==> src/rtl/instr_fetch_4bit.sv <==
// Instruction fetch/issue stage: program memory, PC and a valid/ready issue port to the core.
// Define IFETCH_STEP_EN to add a single-step input that gates FETCH -> ISSUE.
module instr_fetch_4bit #(
    parameter int ADDR_W = 4,
    parameter int OP_W   = 4,
    parameter int ARG_W  = 4
) (
    input  logic                  clk,
    input  logic                  reset,
    input  logic                  prog_we,
    input  logic [ADDR_W-1:0]     prog_addr,
    input  logic [OP_W+ARG_W-1:0] prog_data,
    input  logic                  start,
    input  logic [ADDR_W-1:0]     start_addr,
    input  logic                  redirect_valid,
    input  logic [ADDR_W-1:0]     redirect_addr,
`ifdef IFETCH_STEP_EN
    input  logic                  step,
`endif
    output logic                  cmd_valid,
    input  logic                  cmd_ready,
    output logic [OP_W-1:0]       cmd_op,
    output logic [ARG_W-1:0]      cmd_operand,
    output logic [ADDR_W-1:0]     cmd_pc,
    output logic                  busy,
    output logic                  halted
);

    // state  | meaning
    // IDLE   | waiting for start after reset, memory writable
    // FETCH  | reading mem[pc] into the cmd_* registers
    // ISSUE  | cmd_valid high, waiting for cmd_ready
    // HALT   | HLT consumed, memory writable, start restarts
    typedef enum logic [1:0] {
        S_IDLE  = 2'd0,
        S_FETCH = 2'd1,
        S_ISSUE = 2'd2,
        S_HALT  = 2'd3
    } state_t;

    localparam int WORD_W = OP_W + ARG_W;
    localparam int DEPTH  = 2 ** ADDR_W;

    state_t              state, state_nxt;
    logic [ADDR_W-1:0]   pc, pc_nxt;
    logic                load_cmd;
    logic                handshake;
    logic                fetch_go;
    logic                prog_en;
    logic [WORD_W-1:0]   mem [DEPTH];

`ifdef IFETCH_STEP_EN
    assign fetch_go = step;
`else
    assign fetch_go = 1'b1;
`endif

    assign cmd_valid = (state == S_ISSUE);
    assign handshake = cmd_valid & cmd_ready;
    assign busy      = (state == S_FETCH) || (state == S_ISSUE);
    assign halted    = (state == S_HALT);
    assign prog_en   = (state == S_IDLE) || (state == S_HALT);

    // Memory is deliberately outside the reset domain so a reset keeps the loaded program.
    always_ff @(posedge clk) begin
        if (prog_we && prog_en) begin
            mem[prog_addr] <= prog_data;
        end
    end

    always_ff @(posedge clk or negedge reset) begin
        if (!reset) begin
            state <= S_IDLE;
        end else begin
            state <= state_nxt;
        end
    end

    always_comb begin
        state_nxt = state;
        pc_nxt    = pc;
        load_cmd  = 1'b0;
        case (state)
            S_IDLE, S_HALT: begin
                if (start) begin
                    pc_nxt    = start_addr;
                    state_nxt = S_FETCH;
                end
            end
            S_FETCH: begin
                if (redirect_valid) begin
                    pc_nxt = redirect_addr;
                end else if (fetch_go) begin
                    load_cmd  = 1'b1;
                    state_nxt = S_ISSUE;
                end
            end
            S_ISSUE: begin
                // Redirect wins over both the increment and HLT; a pending word is dropped.
                if (redirect_valid) begin
                    pc_nxt    = redirect_addr;
                    state_nxt = S_FETCH;
                end else if (handshake) begin
                    if (cmd_op == {OP_W{1'b1}}) begin
                        state_nxt = S_HALT;
                    end else begin
                        pc_nxt    = pc + ADDR_W'(1);
                        state_nxt = S_FETCH;
                    end
                end
            end
            default: state_nxt = S_IDLE;
        endcase
    end

    always_ff @(posedge clk or negedge reset) begin
        if (!reset) begin
            pc          <= '0;
            cmd_op      <= '0;
            cmd_operand <= '0;
            cmd_pc      <= '0;
        end else begin
            pc <= pc_nxt;
            if (load_cmd) begin
                {cmd_op, cmd_operand} <= mem[pc];
                cmd_pc                <= pc;
            end
        end
    end

endmodule

==> config.mk <==
export PLATFORM = sky130hd
export DESIGN_NAME = instr_fetch_4bit
export DESIGN_NICKNAME = d
export VERILOG_FILES = /design/src/rtl/instr_fetch_4bit.sv
export SDC_FILE = /design/constraint.sdc
export NUM_CORES = 1
export LEC_CHECK = 0
export CORE_ASPECT_RATIO = 0.7
export CORE_UTILIZATION = 58
export CTS_CLUSTER_DIAMETER = 60
export DETAILED_ROUTE_END_ITERATION = 16
export HOLD_SLACK_MARGIN = 0.03
export PLACE_DENSITY = 0.79
export SLEW_MARGIN = 15
export SYNTH_ARGS = -nofsm -noshare
export SYNTH_HDL_FRONTEND = slang
export SYNTH_SLANG_ARGS = --single-unit
==> constraint.sdc <==
create_clock -name clk -period 2.9 [get_ports clk]
set_clock_uncertainty 0.05 [all_clocks]
set_input_delay 0.58 -clock clk [delete_from_list [all_inputs] [get_ports clk]]
set_output_delay 0.58 -clock clk [all_outputs]
set_load 0.02 [all_outputs]
### Word-level counts from Yosys, hierarchy flattened

Memories as Yosys holds them, arrays and structs flattened. A register that Yosys moved wholly into a read port is not among the register bits.
Index checks and enable logic that the tools add are counted.

| word-level totals | value |
|---|---|
| output and inout port bits | 15 |
| memory bits (writable) | 128 |
| input bits | 26 |
| memories | 1 |
| register bits after elaboration | 10 |
| logic and storage cells | 39 |

Memory list:

| memory | words | bits a word | rd ports | clocked after memory_dff | write ports | line | text |
|---|---|---|---|---|---|---|---|
| mem | 16 | 8 | 1 | 1 | 1 | 50 | `logic [WORD_W-1:0] mem [DEPTH];` |

| cells by class | value |
|---|---|
| bitwise gates (word level) | 1 |
| reduce and logical (&&, ||, !) cells | 8 |
| multiplexer cells | 16 |
| equality and inequality tests | 9 |
| add/sub/neg operators | 1 |

Operators by type and width:

| kind | number |
|---|---|
| $mux 4 | 5 |
| $pmux 4 s3 | 1 |
| $mux 2 | 5 |
| $ne 2x2->1 const B | 3 |
| $pmux 2 s3 | 1 |
| $add 4x1->4 const B | 1 |
| $eq 2x2->1 const B | 2 |
| $eq 4x4->1 const B | 1 |
| $mux 1 | 4 |
| $reduce_and 4->1 | 1 |
| $ne 3x2->1 const B | 1 |
| $ne 3x3->1 const B | 1 |
| $reduce_and 3->1 | 1 |
| $eq 2x1->1 const B | 1 |
| $logic_not 2->1 | 1 |
| $logic_or 1x1->1 | 2 |
| $reduce_or 2->1 | 1 |
| $and 1x1->1 | 1 |
| $logic_and 1x1->1 | 1 |
| $logic_not 1->1 | 1 |

### Longest topological paths before layout

| depth | value |
|---|---|
| depth in word-level cells | 5 |
| depth in mapped cells | 8 |
| depth with buffers taken out | 6 |

### Least setup slack after synthesis

OpenSTA, ideal clock, no wires.

| timing path | value |
|---|---|
| path type | reg2reg |
| start | register state[0] |
| end | memory mem[12][0] (netlist name), enable pin |
| stages on the path, launching flop included | 6 |
| slack | 0.683 ns |
| path buffers | 1 |
| data arrival time | 1.783 ns |
| path through | dfrtp_1 > inv_1 > ha_1 > clkbuf_1 > nand4_1 > nor3_1 |

| between the ends | value |
|---|---|
| cells in the longest elaborated chain, start to end | 5 |
| elaborated cells on any way between the ends | 6 |
| those cells by class | eq/ne (1); mux (2); reduce/logical (3) |

RTL lines:

| what | line | text |
|---|---|---|
| start, declared | 44 | `state_t state, state_nxt;` |
| start signal, assigned | 75 | `state <= state_nxt;` |
| $eq 2x2->1 or $logic_not 2->1 (tied branches) | 62 | `assign prog_en = (state == S_IDLE) \|\| (state == S_HALT);` |
| $logic_or 1x1->1 * | 62 |  |
| $logic_and 1x1->1 * | 66 | `if (prog_we && prog_en) begin` |
| $mux 1 * | 66 |  |
| $mux 1 (not written as such) * | 67 | `mem[prog_addr] <= prog_data;` |
| end, declared | 50 |  |

Every way passes the cells marked *; elsewhere a longest branch is shown, timed or not.

### Worst setup path in the final report

| timing path | value |
|---|---|
| start | register state[0] |
| end | output busy |

| between the ends | value |
|---|---|
| cells in the longest elaborated chain, start to end | 2 |
| elaborated cells on any way between the ends | 3 |
| those cells by class | eq/ne (2); reduce/logical (1) |

RTL lines:

| what | line | text |
|---|---|---|
| $eq 2x1->1 or $eq 2x2->1 (tied branches) | 60 | `assign busy = (state == S_FETCH) \|\| (state == S_ISSUE);` |
| $logic_or 1x1->1 * | 60 |  |
| end, declared | 25 | `output logic busy,` |

Marks and branches as above.

==> results.sh <==
export IMPL_syn_area_per_cell_um2=19.0
export IMPL_status="complete, no violations"
export IMPL_peakVddDrop_v=0.000703
export IMPL_vias=3206
export IMPL_coreArea_um2=9800
export IMPL_syn_num_nets=342
export IMPL_synth_area_leaders="edfxtp_1 (65%), mux4_2 (10%), dfrtp_1 (7.6%), mux2i_1 (3.4%), nand2b_1 (1.2%)"
export IMPL_ant_nets=0
export IMPL_drc=0
export IMPL_fin_setup_tns_ps=0
export IMPL_cts_tree="built"
export IMPL_grt_max_degree=19
export IMPL_netlist_instances=312
export IMPL_final_max_slew_violation_count=0
export IMPL_finalWirelength_um=11900
export IMPL_port_buffers=40
export IMPL_period_share_pct=95.1
export IMPL_die_area_um2=10600
export IMPL_worstPathRequired_ps=2270
export IMPL_ys_seq_elements=146
export IMPL_htreeDepth=4
export IMPL_grt_usage_pct=25.4
export IMPL_drt_initial_drc_count=432
export IMPL_yosysWarnings=0
export IMPL_crit_path_max_fanout=10
export IMPL_clock_path_buffers=2
export IMPL_area_delta_synth_final_pct=19.9
export IMPL_antenna_cells=0
export IMPL_post_cts_setup_buffers=0
export IMPL_worstHoldStart="cmd_pc[3]"
export IMPL_row_count=30
export IMPL_die_y_um=86.6
export IMPL_ys_flop_type="edfxtp_1"
export IMPL_holdBufCountCts=0
export IMPL_path_class="flip-flop to output port"
export IMPL_wl_per_cell_um=22.9
export IMPL_finalCriticalPeriod_ps=2760
export IMPL_synth_top_area_share_pct=64.9
export IMPL_finalNonFillerCells=520
export IMPL_dp_cells=488
export IMPL_start_kind="flip-flop"
export IMPL_critPathCaptureType="output port"
export IMPL_grt_first_pass_wirelength_um=18000
export IMPL_clock_tree_root_cell="clkbuf_16"
export IMPL_cts_buffers=17
export IMPL_num_nets_final=409
export IMPL_worstMarginPinSlew_ps=840
export IMPL_synthTopCellsByCount="edfxtp_1 (128), mux4_2 (27), mux2i_1 (20), dfrtp_1 (18), nor2_1 (16)"
export IMPL_hold_viol=0
export IMPL_hold_class="flip-flop to flip-flop"
export IMPL_vias_per_cell=6.17
export IMPL_synth_most_common_cell="edfxtp_1"
export IMPL_dp_hpwl_um=7780
export IMPL_cp_startpoint="state[0]"
export IMPL_grt_overflow_total=0
export IMPL_dr_pass1_iters=5
export IMPL_grt_pass1_vias=3166
export IMPL_clock_latency_ps=420
export IMPL_setup_viol=0
export IMPL_clkTransAtPathRegs_ps=60
export IMPL_synth_top_cell_by_area="edfxtp_1"
export IMPL_power_per_cell_area_nw_per_um2=933
export IMPL_synth_area_um2=5920
export IMPL_ys_seq_area_share_pct=72.5
export IMPL_rsz0062_at_grt="false"
export IMPL_crit_arrival_ps=2130
export IMPL_io_pins=41
export IMPL_cts_sinks=146
export IMPL_antenna_found_initial=0
export IMPL_async_flop_share_pct=12.3
export IMPL_synth_edff_count=128
export IMPL_rr_startpoint="state[0]"
export IMPL_gp_congestion=0.854
export IMPL_p_leak_nw=2.44
export IMPL_synth_cell_type_count=38
export IMPL_max_slew_margin_rel_pct=43.8
export IMPL_start_util_pct=60.5
export IMPL_timing_fmax_ghz=0.363
export IMPL_drive_gt1_share_pct=22.7
export IMPL_max_cap_viol_count=0
export IMPL_cts_resized=0
export IMPL_die_width_um=123
through the flow:
stage | power, mW | hold slack (ps) | setup slack (ps) | utilization [%] | area (um2)
2_1_floorplan | 4.00 | 234 | 683 | - | 5920
3_3_place_gp | 4.56 | 413 | 487 | 66.7 | 6540
3_5_place_dp | 4.60 | 438 | 383 | 66.7 | 6540
4_1_cts | 6.65 | 452 | 141 | 72.5 | 7100
5_1_grt | 6.89 | 482 | 62.8 | 72.5 | 7100
6_report | 6.62 | 449 | 143 | 72.5 | 7100
kinds of logic (layout without fill, tap and decap cells):
logic type / count (synthesis) / in the layout / share of synthesized area [%]
flops: 146 / 146 / 72.5
xor+xnor: 2 / 2 / 0.296
mux: 54 / 54 / 15.2
simple gates: 50 / 50 / 4.37
fa+ha+maj: 4 / 4 / 0.845
compound gates: 35 / 35 / 4.20
buf+inv: 21 / 101 / 2.56
power breakdown:
group / internal, mW / switching [mW] / total, mW
Clock: 1.19 / 0.847 / 2.04
Combinational: 0.960 / 0.938 / 1.90
Sequential: 2.45 / 0.228 / 2.68
Total: 4.61 / 2.01 / 6.62
placed cells by master (no fill, tap or decap), types with 5 or more instances in the layout:
master / n
clkdlybuf4s50_1: 40
nand2b_1: 11
a22oi_1: 5
nor2_1: 16
mux2i_1: 20
a2bb2oi_1: 5
o21ai_0: 6
nand2_1: 8
o21ai_1: 5
mux4_2: 27
edfxtp_1: 128
mux2_2: 6
a221oi_1: 5
clkbuf_16: 17
dfrtp_1: 17
buf_4: 25
flip-flops by register name (all words and copies together), names as in the netlist:
name,count
mem,128
cmd_op,4
cmd_operand,4
cmd_pc,4
pc,4
state,2
cell type report:
| type | count | area [um2] |
|---|---|---|
| sequential | 146 | 4300 |
| clock buffer | 19 | 433 |
| multi-input combinational | 145 | 1480 |
| timing repair buffer | 65 | 588 |
| inverter | 4 | 15.0 |
| tap | 128 | 160 |
| fill | 581 | 2700 |
| clock inverter | 13 | 130 |
final timing paths:
check	endpoint	slack, ps	cells past startpoint
setup reg to reg	pc[0]	570	6
hold reg to reg	cmd_pc[3]	450	2
max in group asynchronous	pc[0]	1630	1
hold / removal	cmd_pc[3]	450	2
min in group asynchronous	cmd_pc[1]	590	1
setup / recovery	busy	140	4
routing by layer:
| metal | vias up | GRT usage, % | share of wire [%] |
|---|---|---|---|
| met5 | - | 0 | 0 |
| met1 | 1605 | 36.0 | 43 |
| met4 | 0 | 8.20 | 1.6 |
| met2 | 186 | 36.8 | 46 |
| met3 | 13 | 9.74 | 9.9 |
| li1 | 1402 | - | - |
worst max-delay path, cell delays in order, from the launching register on:
cell	delay (ps)
dfrtp_1	370
inv_1	70
ha_1	480
inv_1	170
clkdlybuf4s50_1	620
No activity file was read; power rests on OpenSTA's default activity.
